<file path="src/rtl/bus_snoop_responder.sv">
// rtl/bus_snoop_responder.sv - snoop-window bus responder with owner-flush and memory phases
module bus_snoop_responder #(
    parameter int SNOOP_WIN = 2,
    parameter int MEM_LAT   = 4
) (
    input  logic        clk,
    input  logic        rstb,
    input  logic        req_valid,
    input  logic [1:0]  req_op,
    input  logic [31:0] req_addr,
    output logic        req_ready,
    input  logic        snp_hit,
    input  logic        snp_hitm,
    output logic        mem_rd,
    output logic        mem_wr,
    output logic        flush_busy,
    output logic        resp_valid,
    output logic        resp_shared,
    output logic [1:0]  resp_op,
    output logic [31:0] resp_addr,
    output logic [15:0] hitm_cnt
);

    typedef enum logic [2:0] {
        S_IDLE,
        S_SNOOP,
        S_FLUSH,
        S_MEM,
        S_DONE
    } state_t;

    localparam logic [1:0] OP_RD    = 2'd0;
    localparam logic [1:0] OP_UPGR  = 2'd2;
    localparam logic [1:0] OP_FLUSH = 2'd3;

    localparam logic [7:0] SNOOP_LOAD = 8'(SNOOP_WIN - 1);
    localparam logic [7:0] MEM_LOAD   = 8'(MEM_LAT - 1);

    state_t      state;
    state_t      next_state;
    logic [1:0]  op_q;
    logic [31:0] addr_q;
    logic        hit_acc;
    logic        hitm_acc;
    logic [7:0]  cnt;
    logic        cnt_last;
    logic        hitm_final;

    assign cnt_last   = (cnt == 8'd0);
    // the HITM decision must see the snoop input on the last window edge too
    assign hitm_final = hitm_acc | snp_hitm;

    always_comb begin
        next_state = state;
        req_ready  = 1'b0;
        mem_rd     = 1'b0;
        mem_wr     = 1'b0;
        flush_busy = 1'b0;
        resp_valid = 1'b0;
        case (state)
            S_IDLE: begin
                req_ready = 1'b1;
                if (req_valid) next_state = S_SNOOP;
            end
            S_SNOOP: begin
                if (cnt_last) begin
                    if (op_q == OP_UPGR)       next_state = S_DONE;
                    else if (op_q == OP_FLUSH) next_state = S_MEM;
                    else if (hitm_final)       next_state = S_FLUSH;
                    else                       next_state = S_MEM;
                end
            end
            S_FLUSH: begin
                flush_busy = 1'b1;
                if (cnt_last) next_state = S_DONE;
            end
            S_MEM: begin
                mem_wr = (op_q == OP_FLUSH);
                mem_rd = (op_q != OP_FLUSH);
                if (cnt_last) next_state = S_DONE;
            end
            S_DONE: begin
                resp_valid = 1'b1;
                next_state = S_IDLE;
            end
            default: next_state = S_IDLE;
        endcase
    end

    always_ff @(posedge clk or negedge rstb) begin
        if (!rstb) begin
            state       <= S_IDLE;
            op_q        <= 2'd0;
            addr_q      <= 32'h0;
            hit_acc     <= 1'b0;
            hitm_acc    <= 1'b0;
            cnt         <= 8'd0;
            resp_shared <= 1'b0;
            resp_op     <= 2'd0;
            resp_addr   <= 32'h0;
            hitm_cnt    <= 16'h0;
        end else begin
            state <= next_state;
            case (state)
                S_IDLE: begin
                    if (req_valid) begin
                        op_q     <= req_op;
                        addr_q   <= req_addr;
                        hit_acc  <= 1'b0;
                        hitm_acc <= 1'b0;
                        cnt      <= SNOOP_LOAD;
                    end
                end
                S_SNOOP: begin
                    hit_acc  <= hit_acc | snp_hit;
                    hitm_acc <= hitm_acc | snp_hitm;
                    // reload on the way out so FLUSH/MEM start with a full latency count
                    cnt      <= cnt_last ? MEM_LOAD : cnt - 8'd1;
                end
                S_FLUSH, S_MEM: begin
                    if (!cnt_last) cnt <= cnt - 8'd1;
                end
                default: ;
            endcase
            if (state == S_SNOOP && next_state == S_FLUSH && hitm_cnt != 16'hFFFF)
                hitm_cnt <= hitm_cnt + 16'd1;
            // response fields are registered on DONE entry and held until the next DONE
            if (state != S_DONE && next_state == S_DONE) begin
                resp_shared <= (op_q == OP_RD) & (hit_acc | hitm_acc);
                resp_op     <= op_q;
                resp_addr   <= addr_q;
            end
        end
    end

endmodule

</file>
<file path="config.mk">
export PLATFORM = sky130hd
export DESIGN_NAME = bus_snoop_responder
export DESIGN_NICKNAME = d
export VERILOG_FILES = /design/src/rtl/bus_snoop_responder.sv
export SDC_FILE = /design/constraint.sdc
export NUM_CORES = 1
export LEC_CHECK = 0
export CAP_MARGIN = 5
export CORE_MARGIN = 5
export CORE_UTILIZATION = 54
export DETAILED_ROUTE_END_ITERATION = 12
export PLACE_DENSITY_LB_ADDON = 0.05
export SKIP_LAST_GASP = 1
export SLEW_MARGIN = 10
export SYNTH_ARGS = -nofsm -noshare
export SYNTH_HDL_FRONTEND = slang
export SYNTH_SLANG_ARGS = --single-unit
</file>
<file path="constraint.sdc">
create_clock -name clk -period 4 [get_ports clk]
set_clock_uncertainty 0.1 [all_clocks]
set_input_delay 0.8 -clock clk [delete_from_list [all_inputs] [get_ports clk]]
set_output_delay 0.8 -clock clk [all_outputs]
set_load 0.01 [all_outputs]
</file>
==> results of run 1 <==
## layer usage
metal | routed length (um) | vias to the layer above | GRT usage
met1 | 3560 | 1357 | 0.231
li1 | - | 1343 | -
met2 | 4100 | 57 | 0.288
met4 | 94 | 0 | 0.0630
met5 | 0 | - | 0
met3 | 562 | 8 | 0.0600
## worst paths after layout
check                                 start           end  slack, ns  cells past startpoint
worst min-delay path                   rstb   hitm_cnt[4]       0.35                      1
worst min register to register  hitm_cnt[5]   hitm_cnt[5]       0.39                      1
max in group asynchronous              rstb    addr_q[13]       2.66                      2
worst max-delay path               state[2]        mem_wr       1.23                      3
min in group clk                hitm_cnt[5]   hitm_cnt[5]       0.39                      1
worst max register to register       cnt[0]  resp_addr[0]       1.30                      7
## cells by family (layout without fill, tap and decap cells)
logic type / Yosys count / count (layout) / synth area share
DFF: 98 / 98 / 0.582
muxes: 72 / 72 / 0.192
and+or+nand+nor: 72 / 72 / 0.0982
AOI/OAI and AO/OA: 39 / 39 / 0.0665
buffers and inverters: 24 / 125 / 0.0279
xor gates and xnor gates: 12 / 12 / 0.0249
adders and majority gates: 3 / 3 / 0.00891
## registers in the layout, summed over array words and instances, names as in the netlist
name         flops
resp_shared      1
addr_q          32
hitm_acc         1
resp_op          2
op_q             2
resp_addr       32
hitm_cnt        16
cnt              8
hit_acc          1
state            3
## power groups by stage
stage	logic, mW	registers, mW	clock network [mW]
floorplan	0.708	1.65	0
global placement	1.25	1.63	0
finish	1.26	1.63	0.642
CTS	1.28	1.64	0.664
global route	1.39	1.69	0.708
detailed placement	1.28	1.66	0
## worst max-delay path, stage by stage, from the launching register on
cell and delay, ns:
dfrtp_1 0.56, nand3b_1 0.26, nor3_1 0.15, clkdlybuf4s50_1 0.56
## stage by stage
| step | std cells | instance area, um^2 | setup WS, ns |
|---|---|---|---|
| after floorplan | 320 | 4220 | 1.78 |
| after global placement | 507 | 5240 | 1.16 |
| after detailed placement | 507 | 5240 | 1.15 |
| after CTS | 523 | 5440 | 1.21 |
| after global routing | 523 | 5440 | 1.08 |
| final | 523 | 5440 | 1.23 |
## cell usage in the layout (no fill, tap or decap), types with 2 or more instances in the layout
cell and count:
mux2i_1 2, nand2_1 12, or3_1 4, clkbuf_8 10, nor2_1 12, a31oi_1 3
dfrtp_1 98, a211oi_1 5, xor2_1 8, or4_1 2, a21oi_1 9, buf_4 5
nor3_1 9, mux2_2 69, clkinvlp_4 3, xnor2_1 4, nand3_1 7, inv_1 11
nand2b_1 3, a2111oi_0 3, o31ai_1 2, nor4_1 4, o21ai_0 8, a2111oi_2 3
ha_1 3, clkdlybuf4s50_1 93, or2_2 5, and2_1 2
## cell type report
cell class	count	area [um^2]	share of cell area
Timing Repair Buffer	98	968	0.178
Inverter	11	41.3	0.00759
Sequential cell	98	2450	0.451
Clock inverter	5	61.3	0.0113
Tap cell	102	128	0.0234
Clock buffer	11	141	0.0260
Multi-Input combinational cell	198	1650	0.303
==> flow_metrics.tcl, run 1 <==
set metrics [dict create \
    status "complete, no violations" \
    comb_power_share 0.357 \
    finalPower_mw 3.53 \
    drt_iter0_drc 94 \
    diodes 0 \
    antenna_left 0 \
    synth_edf_count 0 \
    yosysSeqAreaShare 0.582 \
    grt_max_degree 49 \
    dp_hpwl_um 5990 \
    core_area_um2 7650 \
    antenna_found_initial 0 \
    period_needed_ns 2.77 \
    power.density_nw_per_um2 649 \
    cts_htree_levels 3 \
    ctsResizeCount 0 \
    syn_nets 362 \
    grtUsageTotal 0.181 \
    drive_above_1_share 0.249 \
    arrival_ns 1.87 \
    gp_congestion 0.792 \
    synth_area_leaders "dfrtp_1 58%, mux2_2 18%, xor2_1 1.7%" \
    cts_buffer_depth 2 \
    cts_made_buffers 9 \
    rows 32 \
    start_util 0.551 \
    power.leakage_nw 2.31 \
    critPathMaxFanout 13 \
    root_buffer "clkbuf_8" \
    avgViaCountPerCell 5.29 \
    setup.worst_path.class "flip-flop to primary output" \
    worstSkewPairLatency_ns 0.35 \
    wl_per_cell_um 15.9 \
    finalHoldViolCount 0 \
    rsz0062_at_grt "no" \
    synth_common_cells "98 x dfrtp_1, 69 x mux2_2, 12 x nand2_1, 12 x nor2_1, 11 x inv_1" \
    synth_area_leader_cell "dfrtp_1" \
    yosysMostFrequentCell "dfrtp_1" \
    fin_crit_sh 0.693 \
    synth_async_sr_flop_share 1.00 \
    drc_errors 0 \
    seq_power_share 0.462 \
    cp.required_ns 3.10 \
    dieArea_um2 9670 \
    port_buffers 94 \
    die_h_um 98.4 \
    final_nets 458 \
    switching_share 0.312 \
    final.fill_count 569 \
    yosysTopAreaCellShare 0.582 \
    netlist-cell-type-count 46 \
    synth-seq-cells 98 \
    num_vias 2765 \
    hold_path_class "primary input to asynchronous set/reset pin" \
    grt_overflow 0 \
    p_int_mw 2.43 \
    synth.avg_cell_area_um2 13.2 \
    crit_path_start_kind "flip-flop" \
    power_frac_clock 0.182 \
    final_max_slew_viol_count 0 \
    area_delta_synth_final_pct 29.1 \
    cts_hold_buf 0 \
    boundaryPins 95 \
    wl_um 8320 \
    drt-pass1-iter-count 4 \
    syn_inst 320 \
    die_x_um 98.4 \
    max_freq_mhz 361 \
    max_cap_viol_count 0 \
    slew_headroom 0.288 \
    synth_ff_type "dfrtp_1" \
    ir_drop_v 0.000363 \
    cts_tree "done" \
    grt_pass1_vias 2843 \
    ys_warn_count 0 \
    grt_pass1_wl_um 14200 \
    post-route-util 0.712 \
    cts_sinks 98 \
    finalSetupTns_ns 0 \
    final-setup-viol-count 0 \
    clk_pin_slew_ns 0.09 \
    worst_pin_slew_ns 1.06 \
    switchingPower_mw 1.10 \
    endpoint_kind "primary output" \
    holdWs_ns 0.353 \
    syn_area_um2 4220 \
    post_cts.repair.setup_buffers 0 \
]
Power figures use the tool's default switching activity.
==> run 2: changes to the inputs <==
--- a/config.mk
+++ b/config.mk
@@ -7,7 +7,7 @@
 export LEC_CHECK = 0
 export CAP_MARGIN = 5
 export CORE_MARGIN = 5
-export CORE_UTILIZATION = 54
+export CORE_UTILIZATION = 45
 export DETAILED_ROUTE_END_ITERATION = 12
 export PLACE_DENSITY_LB_ADDON = 0.05
 export SKIP_LAST_GASP = 1
==> constraint.sdc (replaced) <==
create_clock -name clk -period 2.3 [get_ports clk]
set_clock_uncertainty 0.1 [all_clocks]
set_input_delay 0.46 -clock clk [delete_from_list [all_inputs] [get_ports clk]]
set_output_delay 0.46 -clock clk [all_outputs]
set_load 0.01 [all_outputs]
==> run 2 against run 1 <==
Clock power rose by 60%. Hold slack improved by 0.049 ns. Die area rose by 18%. Utilization fell by 9.6 points. Design area rose by 4.0%. Critical path depth did not move. Combinational power rose by 90%. Via count rose by 2.6%. Sequential share of layout area fell by 1.7 points. First-iteration DRC count fell by 8.5%. Count of clock-buffer cells in the layout fell by 2. Register-to-register slack got worse by 1.2 ns.
==> flow_metrics.tcl, run 2 (synthesis gave the netlist of run 1 again) <==
set metrics [dict create \
    status "complete, no violations" \
    cp.required_ns 1.74 \
    max_cap_viol_count 0 \
    diodes 0 \
    max_stage_delay_ns 0.53 \
    period_needed_ns 2.20 \
    port_buffers 94 \
    grt_pass1_wl_um 14600 \
    arrival_ns 1.64 \
    grt_max_degree 39 \
    drt-pass1-iter-count 4 \
    grt_pass1_vias 3022 \
    core_area_um2 9200 \
    reg_top3 "addr_q (32), resp_addr (32), hitm_cnt (16)" \
    slew_headroom 0.667 \
    crit_chain "nor2_2, and2_1, clkdlybuf4s50_1" \
    r2r-end "cnt[7]" \
    cts_htree_levels 3 \
    cts_tree "done" \
    power.leakage_nw 2.46 \
    endpoint "resp_valid" \
    path_buf_inv 1 \
    gp_congestion 0.777 \
    r2r-start "cnt[0]" \
    worstSkewPairLatency_ns 0.36 \
    die_h_um 107 \
    reg2reg_depth 7 \
    drt_iter0_drc 86 \
    dpl_worst_slack_ns -0.00422 \
    finalSetupTns_ns 0 \
    worst-r2r-setup-slack_ns 0.10 \
    final_cells 551 \
    wl_per_cell_um 15.6 \
    num_vias 2837 \
    final_nets 477 \
    dieArea_um2 11400 \
    start_util 0.458 \
    antenna_found_initial 0 \
    crit_path_start_kind "flip-flop" \
    boundaryPins 95 \
    ir_drop_v 0.000631 \
    crit_start "state[1]" \
    setup.worst_path.class "flip-flop to primary output" \
    setup_slack_ns 0.104 \
    cts_sinks 98 \
    area_delta_synth_final_pct 34.3 \
    cts_made_buffers 9 \
    slowest_stage "clkdlybuf4s50_1" \
    wl_um 8600 \
    die_x_um 107 \
    cpLargestDelayFamily "buffers and inverters" \
    root_buffer "clkbuf_8" \
    endpoint_kind "primary output" \
    grtUsageTotal 0.160 \
    worst_pin_slew_ns 0.488 \
    drc_errors 0 \
    finalHoldViolCount 0 \
    clk_pin_slew_ns 0.10 \
    dp_cells 529 \
    mostFrequentLayoutCells "94 x dfrtp_1, 90 x clkdlybuf4s50_1, 69 x mux2_2, 18 x buf_4, 12 x nand2_1" \
    dp_hpwl_um 6080 \
    fin_crit_sh 0.955 \
    avgViaCountPerCell 5.15 \
    final_common_cell "dfrtp_1" \
    antenna_left 0 \
    worst-path-stages 3 \
    critPathMaxFanout 8 \
    max_freq_mhz 455 \
    drive_above_1_share 0.293 \
    hold_path_class "flip-flop to flip-flop" \
    grt_overflow 0 \
    rows 35 \
    cts_buffer_depth 2 \
    power.density_nw_per_um2 1100 \
    final_max_slew_viol_count 0 \
    finalPower_mw 6.24 \
    final-setup-viol-count 0 \
]
## run 2: metrics by stage
stage,area [um^2],hold slack [ns],util
floorplan,4220,0.0644,-
global placement,5410,0.325,0.588
detailed placement,5410,0.328,0.588
CTS,5620,0.404,0.611
global route,5660,0.422,0.616
finish,5660,0.402,0.616
## run 2: worst min path at each step
stage                              to   startpoint  cells after the start
after floorplan             addr_q[0]         rstb                      0
after global placement    hitm_cnt[0]         rstb                      1
after detailed placement  hitm_cnt[0]         rstb                      1
after CTS                 hitm_cnt[5]  hitm_cnt[5]                      1
after global routing       addr_q[23]   addr_q[23]                      1
final                     hitm_cnt[5]  hitm_cnt[5]                      1
## run 2: repair_timing
action,in CTS,in global routing
gates resized for setup,4,6
hold buffers,1,0
endpoints found under the hold margin,30,0
pin swaps,0,0
setup buffers,1,4
endpoints found under the setup margin,4,44
## run 2: metal layers
layer,up-vias,GRT usage,part of all wire
met5,-,0,0
met4,0,0.0457,0.0079
met3,7,0.0590,0.068
met2,61,0.270,0.50
met1,1387,0.192,0.42
li1,1382,-,-
## run 2: report_power, final
| part | internal, mW | switching, mW |
|---|---|---|
| combinational | 1.44 | 0.953 |
| clock | 0.414 | 0.613 |
| sequential | 2.40 | 0.424 |
| total | 4.25 | 1.99 |
## run 2: area by class of cell
cell class / count / area [um^2]
Fill cell: 770 / 3530
Sequential cell: 98 / 2460
Inverter: 11 / 41.3
Multi-Input combinational cell: 198 / 1660
Clock buffer: 9 / 124
Clock inverter: 7 / 61.3
Tap cell: 111 / 139
Timing Repair Buffer: 117 / 1180
